[src/rtl/anchor_scan_gen_if.sv]
`default_nettype none
// ============================================================================
//  Module      : anchor_scan_gen_if
//  Description : Control and anchor handshake bundle for anchor_scan_gen.
//                master = the anchor generator, slave = controller/consumer.
//  Signals     : start, pause, anchor_ready          (to generator)
//                anchor_addr_out[31:0], anchor_valid,
//                row_idx[15:0], col_idx[15:0],
//                busy, done                           (from generator)
//  Revision    : 1.0  initial release
// ============================================================================
interface anchor_scan_gen_if;
  logic        start;
  logic        pause;
  logic        anchor_ready;
  logic [31:0] anchor_addr_out;
  logic        anchor_valid;
  logic [15:0] row_idx;
  logic [15:0] col_idx;
  logic        busy;
  logic        done;

  modport master (
    input  start, pause, anchor_ready,
    output anchor_addr_out, anchor_valid, row_idx, col_idx, busy, done
  );

  modport slave (
    output start, pause, anchor_ready,
    input  anchor_addr_out, anchor_valid, row_idx, col_idx, busy, done
  );
endinterface
`default_nettype wire

[src/rtl/anchor_scan_gen.sv]
`default_nettype none
// ============================================================================
//  Module      : anchor_scan_gen
//  Description : Computes the window anchor address sequence for a raster
//                scan of a V_IMAGE_LEN x H_IMAGE_LEN row-major image starting
//                at BASE_ADDR, one anchor per valid/ready transfer. Addresses
//                are built from incremental adds only (no multipliers).
//  Ports       : clk              rising-edge clock
//                rst_n            asynchronous active-low reset
//                bus (master)     start/pause/anchor_ready in;
//                                 anchor_addr_out, anchor_valid, row_idx,
//                                 col_idx, busy, done out
//  Option      : ANCHOR_SNAKE_EN  serpentine scan (odd rows run right-to-left)
//  Revision    : 1.0  initial release
// ============================================================================
module anchor_scan_gen #(
  parameter int unsigned H_IMAGE_LEN  = 35,
  parameter int unsigned V_IMAGE_LEN  = 35,
  parameter int unsigned H_WINDOW_LEN = 5,
  parameter int unsigned V_WINDOW_LEN = 5,
  parameter int unsigned STRIDE       = 1,
  parameter logic [31:0] BASE_ADDR    = 32'd0
) (
  input  logic               clk,
  input  logic               rst_n,
  anchor_scan_gen_if.master  bus
);

  // Output grid size
  localparam int unsigned c_h_out = (H_IMAGE_LEN - H_WINDOW_LEN) / STRIDE + 1;
  localparam int unsigned c_v_out = (V_IMAGE_LEN - V_WINDOW_LEN) / STRIDE + 1;

  localparam logic [15:0] c_col_last = 16'(c_h_out - 1);
  localparam logic [15:0] c_row_last = 16'(c_v_out - 1);
  localparam logic [31:0] c_stride   = 32'(STRIDE);
  // Address distance between the first anchors of consecutive output rows
  localparam logic [31:0] c_row_step = 32'(STRIDE * H_IMAGE_LEN);
`ifdef ANCHOR_SNAKE_EN
  // Offset of the right-most anchor from its row start (entry point of odd rows)
  localparam logic [31:0] c_rev_off  = 32'((c_h_out - 1) * STRIDE);
`endif

  localparam logic [1:0] c_idle = 2'd0;
  localparam logic [1:0] c_scan = 2'd1;
  localparam logic [1:0] c_done = 2'd2;

  logic [1:0]  r_state;
  logic [31:0] r_addr;
  logic [31:0] r_row_start;
  logic [15:0] r_row;
  logic [15:0] r_col;

  logic        w_valid;
  logic        w_xfer;
  logic        w_row_end;
  logic        w_last;
  logic [31:0] w_next_addr;
  logic [31:0] w_next_row_start;
  logic [15:0] w_next_row;
  logic [15:0] w_next_col;

  assign w_valid = (r_state == c_scan) && !bus.pause;
  assign w_xfer  = w_valid && bus.anchor_ready;

`ifdef ANCHOR_SNAKE_EN
  // Odd rows run right-to-left, so their end is column 0
  assign w_row_end = r_row[0] ? (r_col == 16'd0) : (r_col == c_col_last);
`else
  assign w_row_end = (r_col == c_col_last);
`endif
  assign w_last = (r_row == c_row_last) && w_row_end;

  // Next anchor position after a (non-final) transfer
  always_comb begin
    w_next_addr      = r_addr;
    w_next_row_start = r_row_start;
    w_next_row       = r_row;
    w_next_col       = r_col;
    if (w_row_end) begin
      w_next_row_start = r_row_start + c_row_step;
      w_next_row       = r_row + 16'd1;
`ifdef ANCHOR_SNAKE_EN
      if (r_row[0]) begin
        // odd -> even: restart at the left edge
        w_next_col  = 16'd0;
        w_next_addr = r_row_start + c_row_step;
      end else begin
        // even -> odd: enter at the right edge
        w_next_col  = c_col_last;
        w_next_addr = r_row_start + c_row_step + c_rev_off;
      end
`else
      w_next_col  = 16'd0;
      w_next_addr = r_row_start + c_row_step;
`endif
    end else begin
`ifdef ANCHOR_SNAKE_EN
      if (r_row[0]) begin
        w_next_col  = r_col - 16'd1;
        w_next_addr = r_addr - c_stride;
      end else begin
        w_next_col  = r_col + 16'd1;
        w_next_addr = r_addr + c_stride;
      end
`else
      w_next_col  = r_col + 16'd1;
      w_next_addr = r_addr + c_stride;
`endif
    end
  end

  always_ff @(posedge clk or negedge rst_n) begin
    if (!rst_n) begin
      r_state     <= c_idle;
      r_addr      <= 32'd0;
      r_row_start <= 32'd0;
      r_row       <= 16'd0;
      r_col       <= 16'd0;
    end else begin
      case (r_state)
        c_idle: begin
          if (bus.start) begin
            r_state     <= c_scan;
            r_addr      <= BASE_ADDR;
            r_row_start <= BASE_ADDR;
            r_row       <= 16'd0;
            r_col       <= 16'd0;
          end
        end
        c_scan: begin
          if (w_xfer) begin
            if (w_last) begin
              // Final anchor: position registers hold their values
              r_state <= c_done;
            end else begin
              r_addr      <= w_next_addr;
              r_row_start <= w_next_row_start;
              r_row       <= w_next_row;
              r_col       <= w_next_col;
            end
          end
        end
        c_done: begin
          r_state <= c_idle;
        end
        default: begin
          r_state <= c_idle;
        end
      endcase
    end
  end

  assign bus.anchor_addr_out = r_addr;
  assign bus.anchor_valid    = w_valid;
  assign bus.row_idx         = r_row;
  assign bus.col_idx         = r_col;
  assign bus.busy            = (r_state == c_scan);
  assign bus.done            = (r_state == c_done);

endmodule
`default_nettype wire
[src/flat_wrapper.sv]
// flat-port wrapper written by rule: the top's interface ports become plain ports
module anchor_scan_gen_flat 
#(
  parameter int unsigned H_IMAGE_LEN  = 35,
  parameter int unsigned V_IMAGE_LEN  = 35,
  parameter int unsigned H_WINDOW_LEN = 5,
  parameter int unsigned V_WINDOW_LEN = 5,
  parameter int unsigned STRIDE       = 1,
  parameter logic [31:0] BASE_ADDR    = 32'd0
)
  (clk, rst_n, bus_start, bus_pause, bus_anchor_ready, bus_anchor_addr_out, bus_anchor_valid, bus_row_idx, bus_col_idx, bus_busy, bus_done);
  anchor_scan_gen_if bus_i ();
  input  logic clk;
  input  logic rst_n;
  input wire logic [$bits(bus_i.start)-1:0] bus_start;
  input wire logic [$bits(bus_i.pause)-1:0] bus_pause;
  input wire logic [$bits(bus_i.anchor_ready)-1:0] bus_anchor_ready;
  output wire logic [$bits(bus_i.anchor_addr_out)-1:0] bus_anchor_addr_out;
  output wire logic [$bits(bus_i.anchor_valid)-1:0] bus_anchor_valid;
  output wire logic [$bits(bus_i.row_idx)-1:0] bus_row_idx;
  output wire logic [$bits(bus_i.col_idx)-1:0] bus_col_idx;
  output wire logic [$bits(bus_i.busy)-1:0] bus_busy;
  output wire logic [$bits(bus_i.done)-1:0] bus_done;
  assign bus_i.start = bus_start;
  assign bus_i.pause = bus_pause;
  assign bus_i.anchor_ready = bus_anchor_ready;
  assign bus_anchor_addr_out = bus_i.anchor_addr_out;
  assign bus_anchor_valid = bus_i.anchor_valid;
  assign bus_row_idx = bus_i.row_idx;
  assign bus_col_idx = bus_i.col_idx;
  assign bus_busy = bus_i.busy;
  assign bus_done = bus_i.done;
  anchor_scan_gen #(.H_IMAGE_LEN(H_IMAGE_LEN), .V_IMAGE_LEN(V_IMAGE_LEN), .H_WINDOW_LEN(H_WINDOW_LEN), .V_WINDOW_LEN(V_WINDOW_LEN), .STRIDE(STRIDE), .BASE_ADDR(BASE_ADDR)) u_core (.clk(clk), .rst_n(rst_n), .bus(bus_i));
endmodule
[config.mk]
export PLATFORM = sky130hd
export DESIGN_NAME = anchor_scan_gen_flat
export DESIGN_NICKNAME = d
export VERILOG_FILES = /design/src/rtl/anchor_scan_gen_if.sv /design/src/rtl/anchor_scan_gen.sv /design/src/flat_wrapper.sv
export SDC_FILE = /design/constraint.sdc
export NUM_CORES = 1
export LEC_CHECK = 0
export ABC_AREA = 1
export CAP_MARGIN = 20
export CELL_PAD_IN_SITES_DETAIL_PLACEMENT = 0
export CELL_PAD_IN_SITES_GLOBAL_PLACEMENT = 1
export CORE_ASPECT_RATIO = 1.1
export CORE_MARGIN = 4
export CORE_UTILIZATION = 37
export DETAILED_ROUTE_END_ITERATION = 6
export HOLD_SLACK_MARGIN = 0.06
export PLACE_DENSITY = 0.78
export SLEW_MARGIN = 20
export SYNTH_ARGS = -nofsm -noshare
export SYNTH_HDL_FRONTEND = slang
export SYNTH_SLANG_ARGS = --single-unit
export TNS_END_PERCENT = 50
[constraint.sdc]
create_clock -name clk -period 1.7 [get_ports clk]
set_input_delay 0.34 -clock clk [delete_from_list [all_inputs] [get_ports clk]]
set_output_delay 0.34 -clock clk [all_outputs]
set_load 0.05 [all_outputs]
==> flow_metrics.tcl <==
set metrics [dict create \
    grt_pass1_wl_mm 39.0 \
    clkSinkCount 98 \
    synth.distinct_cells 31 \
    worstSetupPathType "flop to flop" \
    drc_errors 0 \
    ys_ff_latch 98 \
    synth_area_leaders "dfrtp_1, nand2_1, nand3_1" \
    cp-start-kind "flop" \
    via_per_inst 4.96 \
    timing.final.ws_setup_ns -0.0982 \
    rr_endpoint "u_core.r_row_start[16]$_DFFE_PN0P_" \
    synthCells 1143 \
    finClkSkew_ns 0.0102 \
    synth_flop_cell "dfrtp_1" \
    max_freq_mhz 556 \
    powerDensity_nw_per_um2 853 \
    grt_pass1_vias 7635 \
    root_buffer "clkbuf_16" \
    crit_path_top_delay_cell "dfrtp_1" \
    htreeDepth 3 \
    via_count 8019 \
    syn2layout_area_growth_pct 50.5 \
    worstPathRequired_ns 1.94 \
    clk_pin_slew_ns 0.08 \
    postSynth.asyncResetShare 1.00 \
    grt_overflow 0 \
    clk_latency_ns 0.35 \
    outcome "complete, but fails checks" \
    detail-route-antenna-nets 0 \
    synth-edff-count 0 \
    ir_drop_mv 1.09 \
    routed_wl_mm 24.4 \
    drv_slew 0 \
    synth_warnings 0 \
    die_width_microns 140 \
    maxSlewHeadroom 0.696 \
    r2r_cells 13 \
    pin_count 72 \
    cpMostUsedCell "nand2_1" \
    clockBufferDepth 2 \
    worstPathBufferInverterCount 5 \
    critPathTopFamily "buffers and inverters" \
    rsz0062_at_grt "true" \
    max_stage_delay_ns 0.36 \
    post-route-period-util 1.06 \
    p_leak_nw 5.06 \
    critPathMaxFanout 6 \
    die_y_microns 153 \
    yosysTopAreaCellShare 0.347 \
    dr.pass1.iters 5 \
    end_kind "flop" \
    hold_ws_ns 0.450 \
    port-buffer-count 71 \
    drtIter0Drc 662 \
    routedWlPerCell_microns 15.1 \
    antenna_found_initial 0 \
    r2r_setup_slack_ns -0.1 \
    dp.cells 1584 \
    core_area_sq_um 18600 \
    gp_congestion 0.882 \
    setup_viol 96 \
    die-area_sq_um 21400 \
    crit_chain "inv_1, ha_4, inv_2, nand4_1, buf_4, a21oi_4, buf_6, nand2_1, nand2_1, nand2_1, buf_4, nand2_1, nand2_1" \
    finalHoldViolCount 0 \
    maxCapViolCount 0 \
    violations "negative setup slack" \
    gr-usage-all-layers 0.221 \
    avgSynthCellArea_sq_um 6.18 \
    worstReg2RegStart "u_core.r_row_start[1]$_DFFE_PN0P_" \
    num_rows 52 \
    drive_gt1_frac 0.263 \
    grt_max_degree 44 \
    syn-cell-area_sq_um 7070 \
    final_core_util 0.572 \
    worst_pin_slew_ns 0.452 \
    syn-num-nets 1154 \
    hpwlAfterDp_mm 17.9 \
    hold_class "input port to asynchronous set/reset pin" \
    numCtsBuffers 9 \
    ys_seq_area_frac 0.347 \
    finalNonFillerCells 1617 \
    num_antenna_cells 0 \
    start_util 0.380 \
    fin_crit_ns 1.80 \
    nNetsFinal 1380 \
    cts_tree "yes" \
    worst-endpoint-arrival_ns 2.04 \
    synth_top_area_cell "dfrtp_1" \
]
==> layout make-up <==
class                           count  area (sq um)
Clock buffer                       11           243
Clock inverter                      5          77.6
Fill cell                        1807          7970
Inverter                           98           380
Multi-Input combinational cell    920          4440
Sequential cell                    98          2460
Tap cell                          243           304
Timing Repair Buffer              242          2730
==> cell families after synthesis <==
group	Yosys count	share of synthesized area
and+or+nand+nor	832	0.491
xor gates and xnor gates	33	0.0409
DFF	98	0.347
adders and majority gates	6	0.0106
AOI/OAI and AO/OA	49	0.0365
buffers and inverters	125	0.0743
==> stage by stage <==
stage	setup WS (ns)	power [W]	TNS (ns)	cell area, sq um
after global routing	-0.225	0.00947	-18.20	10600
after global placement	-0.163	0.00606	-10.78	9720
after CTS	-0.0948	0.00869	-5.84	10200
after detailed placement	-0.177	0.00608	-11.45	9720
final	-0.0982	0.00907	-5.54	10600
after floorplan	-0.228	0.00444	-18.18	7110
==> placed cells by master (no fill, tap or decap), types with 4 or more instances in the layout <==
| master | count |
|---|---|
| a21oi_1 | 7 |
| buf_12 | 63 |
| buf_4 | 161 |
| buf_6 | 7 |
| clkbuf_16 | 13 |
| dfrtp_1 | 92 |
| dfrtp_2 | 6 |
| ha_1 | 4 |
| inv_1 | 87 |
| inv_2 | 7 |
| nand2_1 | 459 |
| nand2_2 | 31 |
| nand2_4 | 6 |
| nand3_1 | 108 |
| nand3_2 | 6 |
| nand3b_1 | 11 |
| nand4_1 | 21 |
| nor2_1 | 137 |
| nor2_2 | 11 |
| nor2_4 | 5 |
| nor3_1 | 21 |
| o21ai_0 | 13 |
| o21ai_1 | 12 |
| o21ai_2 | 9 |
| or2_2 | 10 |
| xnor2_1 | 12 |
| xor2_1 | 18 |
==> sequential cells by signal, indices dropped and copies added (netlist names) <==
register,count
u_core.r_state,2
u_core.bus.anchor_addr_out,32
u_core.bus.col_idx,16
u_core.bus.row_idx,16
u_core.r_row_start,32
==> cell usage after synthesis, types with 11 or more instances <==
cell / count
nand3b_1: 11
xor2_1: 19
inv_1: 91
nand3_1: 114
xnor2_1: 14
nor3_1: 21
o21ai_0: 33
nand4_1: 21
nand2_1: 494
nor2_1: 148
buf_2: 13
dfrtp_1: 98
==> layer usage <==
layer | vias to the layer above | global-route usage | routed length (microns)
li1 | 4063 | - | -
met1 | 3795 | 0.314 | 11600
met2 | 145 | 0.366 | 11700
met3 | 16 | 0.0241 | 839
met4 | 0 | 0.0466 | 255
met5 | - | 0 | 0
==> worst max-delay path by stage <==
stage	startpoint	to	slack, ns	cells after the start
final	u_core.r_row_start[1]$_DFFE_PN0P_	u_core.r_row_start[16]$_DFFE_PN0P_	-0.1	13
after global routing	u_core.bus.col_idx[0]$_DFFE_PN0P_	u_core.bus.row_idx[2]$_DFFE_PN0P_	-0.22	15
after CTS	u_core.bus.col_idx[0]$_DFFE_PN0P_	u_core.bus.anchor_addr_out[23]$_DFFE_PN0P_	-0.09	15
after detailed placement	bus_anchor_ready	u_core.bus.anchor_addr_out[5]$_DFFE_PN0P_	-0.18	10
after global placement	bus_anchor_ready	u_core.bus.anchor_addr_out[5]$_DFFE_PN0P_	-0.16	10
after floorplan	u_core.bus.col_idx[0]$_DFFE_PN0P_	u_core.bus.row_idx[1]$_DFFE_PN0P_	-0.23	16
==> report_power, final <==
group	switching [W]	internal (W)	total, W
Combinational	0.00239	0.00173	0.00413
Clock	0.000975	0.00133	0.00230
Sequential	0.000149	0.00249	0.00264
==> worst reg2reg max path: cells and delay by family, from the launching register on <==
kind	cells	cell delay, ns
adder cells (fa/ha/maj)	1	0.16
AND/OR/NAND/NOR	6	0.43
flip-flops	1	0.36
AO/OA/AOI/OAI	1	0.14
buffers and inverters	5	0.61
==> what timing repair did <==
action / CTS / global route
hold endpoints to repair: 23 / 0
hold buffers: 1 / 0
gates resized for setup: 41 / 83
setup endpoints to repair: 97 / 98
cloned: 1 / 5
pin swaps: 6 / 25
buffers inserted: 8 / 4
No activity file was read; power rests on OpenSTA's default activity.
